## src/rtl/ps2_pkg.sv

```systemverilog
// Shared PS/2 definitions used by both the transmitter and the receiver:
// frame length, default clock rate, FSM state encodings and timing helpers.
package ps2_pkg;

    localparam int unsigned PS2_F_CLK  = 100_000_000;
    localparam int unsigned PACKET_LEN = 11;

    typedef enum logic [2:0] {
        IDLE,
        INHIBIT,
        REQ,
        DATA,
        ACK,
        WAIT_END
    } ps2_state_e;

    function automatic longint unsigned us_to_cycles(input int unsigned us,
                                                     input int unsigned f_clk);
        return (longint'(us) * longint'(f_clk)) / 64'd1_000_000;
    endfunction

endpackage

```

## src/rtl/ps2_host_to_dev_sync.sv

```systemverilog
// Two-flop synchronizer for one raw PS/2 line; resets to the idle (high) level.
module ps2_host_to_dev_sync #(
    parameter logic RST_VAL = 1'b1
) (
    input  logic clk,
    input  logic rst,
    input  logic async_i,
    output logic sync_o
);

    logic [1:0] ff_q;

    always_ff @(posedge clk or posedge rst) begin
        if (rst) begin
            ff_q <= {2{RST_VAL}};
        end else begin
            ff_q <= {ff_q[0], async_i};
        end
    end

    assign sync_o = ff_q[1];

endmodule

```

## src/rtl/ps2_host_to_dev.sv

```systemverilog
// PS/2 host-to-device byte transmitter: inhibits the clock, issues the request,
// shifts data/parity/stop on device falling edges and samples the ACK bit.
module ps2_host_to_dev
    import ps2_pkg::*;
#(
    parameter int unsigned F_CLK           = PS2_F_CLK,
    parameter int unsigned INHIBIT_US      = 100,
    parameter int unsigned REQ_TIMEOUT_US  = 15000,
    parameter int unsigned EDGE_TIMEOUT_US = 100
) (
    input  logic       clk,
    input  logic       rst,
    input  logic       ps2_clk,
    input  logic       ps2_data,
    output logic       ps2_clk_low,
    output logic       ps2_data_low,
    input  logic [7:0] tx_data,
    input  logic       start,
    output logic       busy,
    output logic       done,
    output logic       err
);

    localparam longint unsigned INH_CYC  = us_to_cycles(INHIBIT_US, F_CLK);
    localparam longint unsigned REQ_CYC  = us_to_cycles(REQ_TIMEOUT_US, F_CLK);
    localparam longint unsigned EDGE_CYC = us_to_cycles(EDGE_TIMEOUT_US, F_CLK);
    localparam longint unsigned MAX_A    = (INH_CYC > REQ_CYC) ? INH_CYC : REQ_CYC;
    localparam longint unsigned MAX_CYC  = (MAX_A > EDGE_CYC) ? MAX_A : EDGE_CYC;
    localparam int              CNT_W    = (MAX_CYC > 2) ? $clog2(MAX_CYC) : 1;

    localparam logic [CNT_W-1:0] INH_LAST  = CNT_W'(INH_CYC - 1);
    localparam logic [CNT_W-1:0] REQ_LAST  = CNT_W'(REQ_CYC - 1);
    localparam logic [CNT_W-1:0] EDGE_LAST = CNT_W'(EDGE_CYC - 1);
    localparam logic [3:0]       STOP_EDGE = 4'(PACKET_LEN - 2);

    ps2_state_e       state_q;
    logic [CNT_W-1:0] cnt_q, cnt_d, wd_last;
    logic [3:0]       bit_q;
    logic [8:0]       shift_q;
    logic             nack_q, clk_prev_q;
    logic             clk_low_q, data_low_q, busy_q, done_q, err_q;
    logic             clk_s, data_s, fall, rise, wd_expired;

    ps2_host_to_dev_sync #(.RST_VAL(1'b1)) u_sync_clk (
        .clk    (clk),
        .rst    (rst),
        .async_i(ps2_clk),
        .sync_o (clk_s)
    );

    ps2_host_to_dev_sync #(.RST_VAL(1'b1)) u_sync_data (
        .clk    (clk),
        .rst    (rst),
        .async_i(ps2_data),
        .sync_o (data_s)
    );

    assign fall       = clk_prev_q & ~clk_s;
    assign rise       = ~clk_prev_q & clk_s;
    // Any device clock activity restarts the watchdog.
    assign cnt_d      = (fall | rise) ? '0 : cnt_q + 1'b1;
    assign wd_last    = (state_q == REQ) ? REQ_LAST : EDGE_LAST;
    assign wd_expired = (cnt_q == wd_last);

    always_ff @(posedge clk or posedge rst) begin
        if (rst) begin
            state_q    <= IDLE;
            cnt_q      <= '0;
            bit_q      <= '0;
            shift_q    <= '0;
            nack_q     <= 1'b0;
            clk_prev_q <= 1'b1;
            clk_low_q  <= 1'b0;
            data_low_q <= 1'b0;
            busy_q     <= 1'b0;
            done_q     <= 1'b0;
            err_q      <= 1'b0;
        end else begin
            clk_prev_q <= clk_s;
            done_q     <= 1'b0;
            case (state_q)
                IDLE: begin
                    clk_low_q  <= 1'b0;
                    data_low_q <= 1'b0;
                    if (start) begin
                        shift_q   <= {~^tx_data, tx_data};
                        bit_q     <= '0;
                        cnt_q     <= '0;
                        busy_q    <= 1'b1;
                        clk_low_q <= 1'b1;
                        state_q   <= INHIBIT;
                    end
                end
                INHIBIT: begin
                    if (cnt_q == INH_LAST) begin
                        clk_low_q  <= 1'b0;
                        data_low_q <= 1'b1;
                        cnt_q      <= '0;
                        state_q    <= REQ;
                    end else begin
                        cnt_q <= cnt_q + 1'b1;
                    end
                end
                default: begin
                    if (wd_expired) begin
                        clk_low_q  <= 1'b0;
                        data_low_q <= 1'b0;
                        done_q     <= 1'b1;
                        err_q      <= 1'b1;
                        busy_q     <= 1'b0;
                        bit_q      <= '0;
                        cnt_q      <= '0;
                        state_q    <= IDLE;
                    end else begin
                        cnt_q <= cnt_d;
                        case (state_q)
                            REQ, DATA: begin
                                // Edge 1 arrives in REQ; edges 2..10 in DATA.
                                if (fall) begin
                                    bit_q <= bit_q + 4'd1;
                                    if (bit_q == STOP_EDGE) begin
                                        data_low_q <= 1'b0;
                                        state_q    <= ACK;
                                    end else begin
                                        data_low_q <= ~shift_q[0];
                                        shift_q    <= {1'b0, shift_q[8:1]};
                                        state_q    <= DATA;
                                    end
                                end
                            end
                            ACK: begin
                                if (fall) begin
                                    nack_q  <= data_s;
                                    bit_q   <= bit_q + 4'd1;
                                    state_q <= WAIT_END;
                                end
                            end
                            WAIT_END: begin
                                if (clk_s && data_s) begin
                                    done_q  <= 1'b1;
                                    err_q   <= nack_q;
                                    busy_q  <= 1'b0;
                                    state_q <= IDLE;
                                end
                            end
                            default: ;
                        endcase
                    end
                end
            endcase
        end
    end

    assign ps2_clk_low  = clk_low_q;
    assign ps2_data_low = data_low_q;
    assign busy         = busy_q;
    assign done         = done_q;
    assign err          = err_q;

endmodule
```

## config.mk

```make
export PLATFORM = sky130hd
export DESIGN_NAME = ps2_host_to_dev
export DESIGN_NICKNAME = d
export VERILOG_FILES = /design/src/rtl/ps2_pkg.sv /design/src/rtl/ps2_host_to_dev_sync.sv /design/src/rtl/ps2_host_to_dev.sv
export SDC_FILE = /design/constraint.sdc
export NUM_CORES = 1
export LEC_CHECK = 0
export CORE_MARGIN = 10
export CORE_UTILIZATION = 45
export DETAILED_ROUTE_END_ITERATION = 10
export PLACE_DENSITY = 0.66
export SLEW_MARGIN = 20
export SYNTH_ARGS = -nofsm -noshare
export SYNTH_HDL_FRONTEND = slang
export SYNTH_SLANG_ARGS = --single-unit
```

## constraint.sdc

```tcl
create_clock -name clk -period 4 [get_ports clk]
set_input_delay 1 -clock clk [delete_from_list [all_inputs] [get_ports clk]]
set_output_delay 1 -clock clk [all_outputs]
set_load 0.005 [all_outputs]
```

==> metrics.md <==
| Metric | Value |
|---|---|
| Status | `complete, no violations` |
| EDFF count, synth | `0` |
| Antenna viol nets, final | `0` |
| Starting density of the core | `47.1%` |
| Worst VDD drop | `244 uV` |
| Slew HR | `36.4%` |
| Seq pwr share | `61.1%` |
| Nets | `303` |
| Die height | `96.6 um` |
| CTS buffer count | `5` |
| Hold/Removal Path Class | `flop to flop` |
| Synthesized area | `2640 um2` |
| Min Tclk post-route | `2.76 ns` |
| CTS H-tree depth | `2` |
| Syn avg cell area | `9.74 um2` |
| Fillers | `534` |
| Pint | `0.675 mW` |
| MaxCap Viol Count | `0` |
| Pin count of the biggest net entering global routing | `49` |
| Initial antenna violation count | `0` |
| Most numerous cell in the Yosys netlist | `dfrtp_1` |
| First-pass GRT wire length | `9120 um` |
| Post-synth net total | `288` |
| Max-slew violation total from the final report | `0` |
| Post-CTS Hold Buffers | `0` |
| Worst Path Max Fanout | `7` |
| Worst-path clk slew | `0.08 ns` |
| Die area | `9330 um2` |
| # DRC | `0` |
| Yosys top cell area share | `40.8%` |
| Crit path kind | `input pin to flop` |
| Post-CTS Setup Bufs | `0` |
| Sw frac | `24.3%` |
| Power, Total | `0.892 mW` |
| Highest Clock Rate | `363 MHz` |
| Hpwl dp | `3670 um` |
| Top Ports | `18` |
| CTS tree | `yes` |
| Final hold viol count | `0` |
| Vias in the first global route | `1,986` |
| Setup WS pre-CTS | `0.917 ns` |
| CTS sink cnt | `48` |
| Synth cell count leaders | `dfrtp_1 (43), nand2_1 (39), nor2_1 (33), xnor2_1 (18), nand3_1 (13)` |
| #FFs+latches synth | `48` |
| WP data arrival | `2.91 ns` |
| CP Data Required Time | `4.16 ns` |
| Post-Syn Instances | `271` |
| Ys flop type | `dfrtp_1` |
| CP Capture Type | `flop` |
| Period utilization | `68.9%` |
| Die X | `96.6 um` |
| Post-synth ARST share | `100%` |
| Via/cell ratio | `5.50` |
| Layout area overhead | `10.7%` |
| Gr usage total | `11.9%` |
| RePlAce Congestion | `0.805` |
| Layout cells sized above 1 | `12.5%` |
| Type of origin of the critical path | `input pin` |
| CORE AREA | `5610 um2` |
| Worst Clk Skew | `0.00803 ns` |
| Placed insts | `351` |
| CTS Buffer Depth | `2` |
| Worst setup margin | `1.24 ns` |
| Clock network power share | `30.6%` |
| Actual slew at the worst max-slew pin | `0.953 ns` |
| Comb pwr share | `8.3%` |
| Worst-Skew Late Latency | `0.30 ns` |
| R2R Setup Slk | `1.28 ns` |
| Post-CTS sizing | `0` |
| Finished Layout Cells | `359` |
| Drt pass-1 iters | `4` |
| Final Setup Violations | `0` |
| Overflow after GRT | `0` |
| Post-synth cell types | `54` |
| WL final | `5150 um` |
| Setup TNS | `0 ns` |
| Quantity of I/O buffers inserted on ports | `17` |
| Via count | `1,974` |
| PD cells | `305 nW/um2` |
| Area leader, netlist | `dfrtp_1` |
| Sequential area share after synthesis | `45.7%` |
| RSZ-0062 raised after global routing | `false` |
| Drt initial violations | `111` |
| WL/cell | `14.4 um` |
| ANT cells | `0` |
| Yosys warnings | `0` |
| Pleak | `1.24 nW` |
| Synth area leaders | `dfrtp_1 (41%), xnor2_1 (6.0%), nand2_1 (5.5%)` |
| Net Sw Power | `0.217 mW` |
| # rows | `27` |
| Root buf cell | `clkbuf_8` |
-- registers in the layout, indices dropped and copies added, names as in the netlist --
register,flops
cnt_q,21
shift_q,9
bit_q,4
state_q,3
u_sync_clk.ff_q,2
u_sync_data.ff_q,2
busy,1
clk_prev_q,1
done,1
err,1
nack_q,1
ps2_clk_low,1
ps2_data_low,1
-- through the flow --
stage / hold WS [ns] / utilization, % / instance area [um2]
after CTS: 0.361 / 52.1 / 2920
after global routing: 0.362 / 52.1 / 2920
after global placement: 0.347 / 50.7 / 2840
after floorplan: 0.345 / - / 2640
after detailed placement: 0.349 / 50.7 / 2840
final: 0.358 / 52.1 / 2920
-- critical path, stage by stage --
cell             delay [ns]
clkdlybuf4s50_1        0.58
nor4_1                 0.07
buf_4                  0.18
or4_1                  0.63
nor3_1                 0.26
xnor2_1                0.14
nor2_1                 0.05
-- cell families after synthesis --
kind of cell | share of synthesized area (%)
multiplexers | 5.45
AND/OR/NAND/NOR | 24.9
buffers and inverters | 4.22
XOR/XNOR | 8.63
flip-flops | 45.7
adder cells (fa/ha/maj) | 1.90
AO/OA/AOI/OAI | 9.15
-- path summary, 6_finish.rpt --
path | startpoint | to | cells after the start
setup / recovery | start | cnt_q[16] | 7
hold / removal | u_sync_data.ff_q[0] | u_sync_data.ff_q[1] | 0
setup reg to reg | cnt_q[7] | cnt_q[4] | 5
hold reg to reg | u_sync_data.ff_q[0] | u_sync_data.ff_q[1] | 0
max in group asynchronous | rst | state_q[2] | 2
min in group asynchronous | rst | cnt_q[3] | 2
-- metal layers --
layer	vias up	wire length (um)	track usage, %
met5	-	0	0
met4	0	70	4.12
met3	6	187	2.62
met2	28	2460	19.7
met1	965	2430	15.1
li1	975	-	-
-- final cells by class --
cell class,instances,area (um2),area share (%)
Sequential cell,48,1210,41.3
Multi-Input combinational cell,202,1320,45.2
Timing Repair Buffer,19,185,6.34
Clock buffer,8,80.1,2.74
Inverter,10,37.5,1.28
Tap cell,72,90.1,3.08
-- cell usage in the layout, fill, tap and decap left out, types with 2 or more instances in the layout --
| master | instances |
|---|---|
| a21oi_1 | 6 |
| a22o_1 | 2 |
| a31oi_1 | 4 |
| and2_1 | 2 |
| and3_1 | 2 |
| buf_4 | 2 |
| clkbuf_1 | 3 |
| clkbuf_8 | 5 |
| clkdlybuf4s50_1 | 17 |
| dfrtp_1 | 43 |
| dfstp_2 | 5 |
| ha_1 | 4 |
| inv_1 | 9 |
| mux2_2 | 11 |
| mux2i_1 | 2 |
| nand2_1 | 39 |
| nand3_1 | 13 |
| nand3b_1 | 2 |
| nand4_1 | 8 |
| nand4b_1 | 3 |
| nor2_1 | 33 |
| nor2b_1 | 2 |
| nor3_1 | 6 |
| nor4_1 | 2 |
| o211ai_1 | 2 |
| o21ai_0 | 2 |
| o22ai_1 | 2 |
| o31ai_1 | 2 |
| or2_2 | 3 |
| or4_1 | 2 |
| or4b_4 | 2 |
| xnor2_1 | 18 |
| xor2_1 | 8 |
-- power by group through the flow --
stage               sequential (mW)  clock (mW)  combinational, mW
floorplan                     0.545           0             0.0532
global placement              0.553           0             0.0742
detailed placement            0.553           0             0.0751
CTS                           0.544       0.285             0.0758
global route                  0.550       0.300             0.0845
finish                        0.545       0.273             0.0739
(Power assumes the default switching activity.)
